$ cat src/rtl/wishbone_arb_pkg.sv
// Shared types and the round-robin pick function for WISHBONE bus arbiters.
package wishbone_arb_pkg;

  localparam int unsigned MAX_MASTERS = 8;
  localparam int unsigned MAX_IDX_W   = 3;

  typedef enum logic [1:0] {IDLE, BUSY, FLUSH} arb_state_t;

  // One-hot pick of the first set req bit at or after ptr, wrapping within n.
  function automatic logic [MAX_MASTERS-1:0] rr_pick(
    input logic [MAX_MASTERS-1:0] req,
    input logic [MAX_IDX_W-1:0]   ptr,
    input int unsigned            n
  );
    logic [MAX_MASTERS-1:0] pick;
    logic                   found;
    logic [MAX_IDX_W-1:0]   idx;
    pick  = '0;
    found = 1'b0;
    for (int unsigned off = 0; off < MAX_MASTERS; off++) begin
      idx = MAX_IDX_W'((32'(ptr) + off) % n);
      if (off < n && !found && req[idx]) begin
        pick[idx] = 1'b1;
        found     = 1'b1;
      end
    end
    return pick;
  endfunction

endpackage

$ cat src/rtl/rr_priority_pick.sv
// Combinational round-robin picker: req + priority pointer -> one-hot winner.
module rr_priority_pick
  import wishbone_arb_pkg::*;
#(
  parameter int unsigned NUM_REQ = 4,
  parameter int unsigned IDX_W   = 2
) (
  input  logic [NUM_REQ-1:0] req,
  input  logic [IDX_W-1:0]   ptr,
  output logic [NUM_REQ-1:0] pick
);

  always_comb begin
    pick = NUM_REQ'(rr_pick(MAX_MASTERS'(req), MAX_IDX_W'(ptr), NUM_REQ));
  end

endmodule

$ cat src/rtl/wishbone_rr_arbiter.sv
// Round-robin WISHBONE arbiter: NUM_MASTERS masters share one slave port,
// grant held for a whole CYC, watchdog terminates stalled strobes with m_err.
module wishbone_rr_arbiter
  import wishbone_arb_pkg::*;
#(
  parameter int unsigned NUM_MASTERS    = 4,
  parameter int unsigned ADDR_WIDTH     = 32,
  parameter int unsigned DATA_WIDTH     = 32,
  parameter int unsigned TIMEOUT_CYCLES = 255
) (
  input  logic                              CLK,
  input  logic                              RST,
  input  logic [NUM_MASTERS*ADDR_WIDTH-1:0] m_addr,
  input  logic [NUM_MASTERS*DATA_WIDTH-1:0] m_dat_i,
  input  logic [NUM_MASTERS-1:0]            m_cyc,
  input  logic [NUM_MASTERS-1:0]            m_stb,
  input  logic [NUM_MASTERS-1:0]            m_we,
  output logic [DATA_WIDTH-1:0]             m_dat_o,
  output logic [NUM_MASTERS-1:0]            m_ack,
  output logic [NUM_MASTERS-1:0]            m_err,
  output logic [ADDR_WIDTH-1:0]             s_addr,
  output logic [DATA_WIDTH-1:0]             s_dat_i,
  input  logic [DATA_WIDTH-1:0]             s_dat_o,
  output logic                              s_cyc,
  output logic                              s_stb,
  output logic                              s_we,
  input  logic                              s_ack,
  output logic [NUM_MASTERS-1:0]            grant
);

  localparam int unsigned IDX_W = (NUM_MASTERS > 1) ? $clog2(NUM_MASTERS) : 1;
  localparam int unsigned WD_W  = $clog2(TIMEOUT_CYCLES + 1);

  arb_state_t             state;
  logic [IDX_W-1:0]       ptr;
  logic [IDX_W-1:0]       g_idx;
  logic [IDX_W-1:0]       ptr_next;
  logic [WD_W-1:0]        wd_cnt;
  logic [NUM_MASTERS-1:0] pick;
  logic                   owner_cyc;
  logic                   owner_stb;
  logic                   owner_we;
  logic [ADDR_WIDTH-1:0]  owner_addr;
  logic [DATA_WIDTH-1:0]  owner_dat;
  logic                   busy;
  logic                   stall;
  logic                   timeout;

  rr_priority_pick #(
    .NUM_REQ (NUM_MASTERS),
    .IDX_W   (IDX_W)
  ) u_pick (
    .req  (m_cyc),
    .ptr  (ptr),
    .pick (pick)
  );

  // Select the current owner's signals (grant is one-hot or zero).
  always_comb begin
    g_idx      = '0;
    owner_cyc  = 1'b0;
    owner_stb  = 1'b0;
    owner_we   = 1'b0;
    owner_addr = '0;
    owner_dat  = '0;
    for (int unsigned i = 0; i < NUM_MASTERS; i++) begin
      if (grant[i]) begin
        g_idx      = IDX_W'(i);
        owner_cyc  = m_cyc[i];
        owner_stb  = m_stb[i];
        owner_we   = m_we[i];
        owner_addr = m_addr[i*ADDR_WIDTH +: ADDR_WIDTH];
        owner_dat  = m_dat_i[i*DATA_WIDTH +: DATA_WIDTH];
      end
    end
  end

  assign ptr_next = (g_idx == IDX_W'(NUM_MASTERS - 1)) ? '0 : g_idx + IDX_W'(1);
  assign busy     = (state == BUSY);
  assign stall    = busy && s_stb && !s_ack;
  assign timeout  = stall && (wd_cnt == WD_W'(TIMEOUT_CYCLES));

  // Slave port follows the owner only while BUSY; a dropped CYC is seen at once.
  assign s_cyc   = busy & owner_cyc;
  assign s_stb   = busy & owner_cyc & owner_stb;
  assign s_we    = busy & owner_we;
  assign s_addr  = busy ? owner_addr : '0;
  assign s_dat_i = busy ? owner_dat : '0;
  assign m_dat_o = s_dat_o;
  assign m_ack   = grant & {NUM_MASTERS{busy & s_ack & owner_stb}};
  assign m_err   = grant & {NUM_MASTERS{timeout}};

  always_ff @(posedge CLK) begin
    if (RST) begin
      state  <= IDLE;
      grant  <= '0;
      ptr    <= '0;
      wd_cnt <= '0;
    end else begin
      case (state)
        IDLE: begin
          wd_cnt <= '0;
          if (|m_cyc) begin
            grant <= pick;
            state <= BUSY;
          end
        end
        BUSY: begin
          if (!owner_cyc) begin
            state  <= IDLE;
            grant  <= '0;
            ptr    <= ptr_next;
            wd_cnt <= '0;
          end else if (timeout) begin
            state  <= FLUSH;
            wd_cnt <= '0;
          end else if (stall) begin
            wd_cnt <= wd_cnt + WD_W'(1);
          end else begin
            wd_cnt <= '0;
          end
        end
        FLUSH: begin
          wd_cnt <= '0;
          if (!owner_cyc) begin
            state <= IDLE;
            grant <= '0;
            ptr   <= ptr_next;
          end
        end
        default: begin
          state  <= IDLE;
          grant  <= '0;
          wd_cnt <= '0;
        end
      endcase
    end
  end

endmodule
$ cat config.mk
export PLATFORM = sky130hd
export DESIGN_NAME = wishbone_rr_arbiter
export DESIGN_NICKNAME = d
export VERILOG_FILES = /design/src/rtl/wishbone_arb_pkg.sv /design/src/rtl/rr_priority_pick.sv /design/src/rtl/wishbone_rr_arbiter.sv
export SDC_FILE = /design/constraint.sdc
export NUM_CORES = 1
export LEC_CHECK = 0
export BUFFER_PORTS_ARGS = -buffer_cell sky130_fd_sc_hd__buf_2
export CORE_AREA = 3 3 162 164
export CTS_CLUSTER_SIZE = 28
export DETAILED_ROUTE_END_ITERATION = 6
export DIE_AREA = 0 0 165 167
export PLACE_DENSITY = 0.47
export REMOVE_ABC_BUFFERS = 1
export SYNTH_ARGS = -nofsm -noshare
export SYNTH_HDL_FRONTEND = slang
export SYNTH_HIERARCHICAL = 1
export SYNTH_SLANG_ARGS = --single-unit
$ cat constraint.sdc
create_clock -name CLK -period 6.4 [get_ports CLK]
set_input_delay 0.96 -clock CLK [delete_from_list [all_inputs] [get_ports CLK]]
set_output_delay 0.96 -clock CLK [all_outputs]
set_load 0.02 [all_outputs]
==> summary.md <==
| Metric | Value |
|---|---|
| Status | `completed` |
| Syn avg cell area | `6.47 um2` |
| Share of post-route cells with drive strength above 1 | `0.464` |
| Post-CTS Setup Repair Bufs | `0` |
| WP data required | `between 5 and 6 ns` |
| CTS Root Cell | `clkbuf_16` |
| RR Startpoint | `grant[1]$_SDFFE_PP0P_` |
| Placer Congestion | `0.948` |
| Synth-to-layout area growth | `51.9%` |
| Crit end category | `output pin` |
| R2R setup slack | `3.33 ns` |
| Kind of critical path | `register to output pin` |
| Cell area power density | `~230 mW/mm2` |
| Initial Util | `0.142` |
| RSZ-0062 raised after global routing | `false` |
| Routed length on met2 | `9.18 mm` |
| Diode count | `0` |
| Drt initial violations | `351` |
| Die Span X | `165 um` |
| Hold Fails Final Rpt | `0` |
| Worst slew pin tran | `0.829 ns` |
| Fin crit share | `0.595` |
| Setup ws final | `2.59 ns` |
| R2R depth | `6` |
| HPWL Detailed | `15.1 mm` |
| Hold Path Class | `register to register` |
| Setup_tns | `0 ns` |
| Die height | `167 um` |
| Worst vdd ir | `around 99 uV` |
| CTS Buf Count | `3` |
| Mapped cell area | `about 0.0036 mm2` |
| Post-synth EDFFs | `0` |
| RR Endpoint | `wd_cnt[5]$_SDFF_PP0_` |
| Via-per-instance ratio | `around 4.5` |
| Synth warn | `6` |
| Yosys reg bits | `16` |
| TritonCTS clock tree | `done` |
| First-pass GRT wire length | `27.6 mm` |
| Clk buf depth | `2` |
| Synth Instances | `549` |
| Final setup violating endpoints | `0` |
| Max incr delay on CP | `about 0.85 ns` |
| CTS hold repair buffers | `0` |
| Final Slew Violations | `0` |
| Final ANT Viol Nets | `0` |
| Top_reg_cell synth | `dfxtp_1` |
| Max_slew headroom | `0.448` |
| Drt first pass iters | `5` |
| Pin count of the biggest net entering global routing | `76` |
| Setup crit start | `grant[1]$_SDFFE_PP0P_` |
| Worst path arrival time | `2.85 ns` |
| Worst Hold Endpoint | `wd_cnt[0]$_SDFF_PP0_` |
| Synth unique cells | `between 40 and 50` |
| Static Leak | `0.00250 uW` |
| Vias in the first global route | `4,851` |
| Core area | `0.0250 mm2` |
| H-tree depth | `1` |
| Slowest CP cell | `dfxtp_2` |
| Tmin final | `3.81 ns` |
| Worst Path Max Fanout | `39` |
| Overflow after GRT | `0` |
| Dpl ws | `2.85 ns` |
| Worst-path clk slew | `~0.050 ns` |
| DRC Markers | `0` |
| WL/cell | `16.7 um` |
| Synth async-reset ratio | `0` |
| Worst hold path startpoint | `wd_cnt[0]$_SDFF_PP0_` |
| Multi-input combinational cell area | `between 0.002 and 0.003 mm2` |
| CTS resizes | `0` |
| I/O pins | `414` |
| Total clock sinks | `16` |
| DRT met1 WL | `7.97 mm` |
| Vias | `5,172` |
| Nets | `1,136` |
| CP cell instances | `buf_4, a211oi_1, o41ai_4, o211ai_1, nand2b_1, nor2_1, buf_2` |
| Initial antenna violation count | `2` |
| Clock Skew | `between 0.002 and 0.003 ns` |
| Final hold slack | `between 0.4 and 0.5 ns` |
| WL met3 | `1.96 mm` |
| Hold Crit Depth | `1` |
| Site row count | `58` |
| Critical path startpoint category | `register` |
| Global-route usage over all layers | `0.124` |
| Total Wirelength | `19.3 mm` |
| Seq/Total Area, Yosys | `0.0902` |
| Fillers | `2,899` |
| Max-cap violations | `0` |
| FF/Latch Area | `327 um2` |
| Max Freq | `263 MHz` |
| Top layer used by detailed routing | `met5` |
| Count of buffers from port buffering | `349` |
| DIE AREA | `0.0276 mm2` |
| Clk_lat worst skew | `0.25 ns` |
==> how the worst max path moves through the flow <==
stage / end / slack [ns] / depth (start not counted)
6_report: m_err[2] / 2.59 / 7
5_1_grt: m_err[2] / 2.35 / 7
2_1_floorplan: s_addr[0] / 1.17 / 5
3_3_place_gp: m_err[1] / 2.88 / 7
3_5_place_dp: m_err[1] / 2.85 / 7
4_1_cts: m_err[1] / 2.57 / 7
==> per-layer routing <==
metal  global-route usage  vias up
li1                     -     2525
met4               0.0153        4
met3               0.0343       14
met2                0.211      280
met5               0.0145        -
met1                0.159     2349
==> cell type report <==
| class | count | area share |
|---|---|---|
| multi-input combinational | 436 | 0.507 |
| timing repair buffer | 355 | 0.332 |
| tap | 330 | 0.0765 |
| sequential | 16 | 0.0605 |
| clock buffer | 4 | 0.0165 |
| inverter | 11 | 0.00765 |
==> critical path: cells and delay by family (launching register included) <==
family,cells,cell delay [ns]
AO/OA/AOI/OAI,3,0.72
buffers and inverters,2,0.68
AND/OR/NAND/NOR,2,0.34
flip-flops,1,0.85
==> kinds of logic after synthesis <==
family	Yosys count	synth area share
AOI/OAI and AO/OA	154	0.304
xor gates and xnor gates	6	0.0148
adders and majority gates	10	0.0352
buffers and inverters	97	0.143
DFF	16	0.0902
muxes	7	0.0349
and+or+nand+nor	259	0.378
==> cells in the mapped netlist, types with 5 or more instances <==
cell / instances / area, um2
a21oi_1: 73 / 365
nor2_1: 73 / 274
nor3_1: 70 / 350
nor2b_1: 67 / 419
a221oi_1: 65 / 569
clkbuf_1: 39 / 146
buf_4: 32 / 240
dfxtp_1: 16 / 320
nand2_1: 13 / 48.8
buf_1: 12 / 45.0
ha_1: 10 / 125
inv_1: 10 / 37.5
nand2b_1: 7 / 43.8
nor2_2: 7 / 43.8
nand3_1: 6 / 30.0
o21ai_0: 5 / 25.0
==> sequential cells by signal, summed over array words and instances (netlist names) <==
| name | count |
|---|---|
| state | 2 |
| grant | 4 |
| ptr | 2 |
| wd_cnt | 8 |
==> power breakdown <==
part / switching (uW) / leakage (uW) / internal [uW] / total (uW)
combinational: 545 / 0.00233 / 398 / 943
clock: 41.0 / 0.0000442 / 95.0 / 136
sequential: 57.3 / 0.000131 / 110 / 167
==> layout by cell type, fill, tap and decap left out, types with 2 or more instances in the layout <==
cell,n
a211oi_1,2
a21oi_1,73
a221o_1,4
a221oi_1,65
and2_1,3
buf_2,349
buf_4,6
clkbuf_16,3
dfxtp_1,13
dfxtp_2,2
ha_1,9
inv_1,10
mux2i_1,3
mux4_2,3
nand2_1,13
nand2b_1,7
nand3_1,6
nor2_1,73
nor2_2,7
nor2b_1,66
nor3_1,70
nor3b_1,3
nor4_1,2
o21ai_0,5
xnor2_1,3
xor2_1,3
==> through the flow <==
stage	std cells	util	area (um2)	power (uW)
after floorplan	463	-	3090	787
after global placement	1148	0.212	5310	1120
after detailed placement	1148	0.212	5310	1120
after CTS	1152	0.216	5400	1260
after global routing	1152	0.216	5400	1370
final	1152	0.216	5400	1250
(Power assumes the default switching activity.)
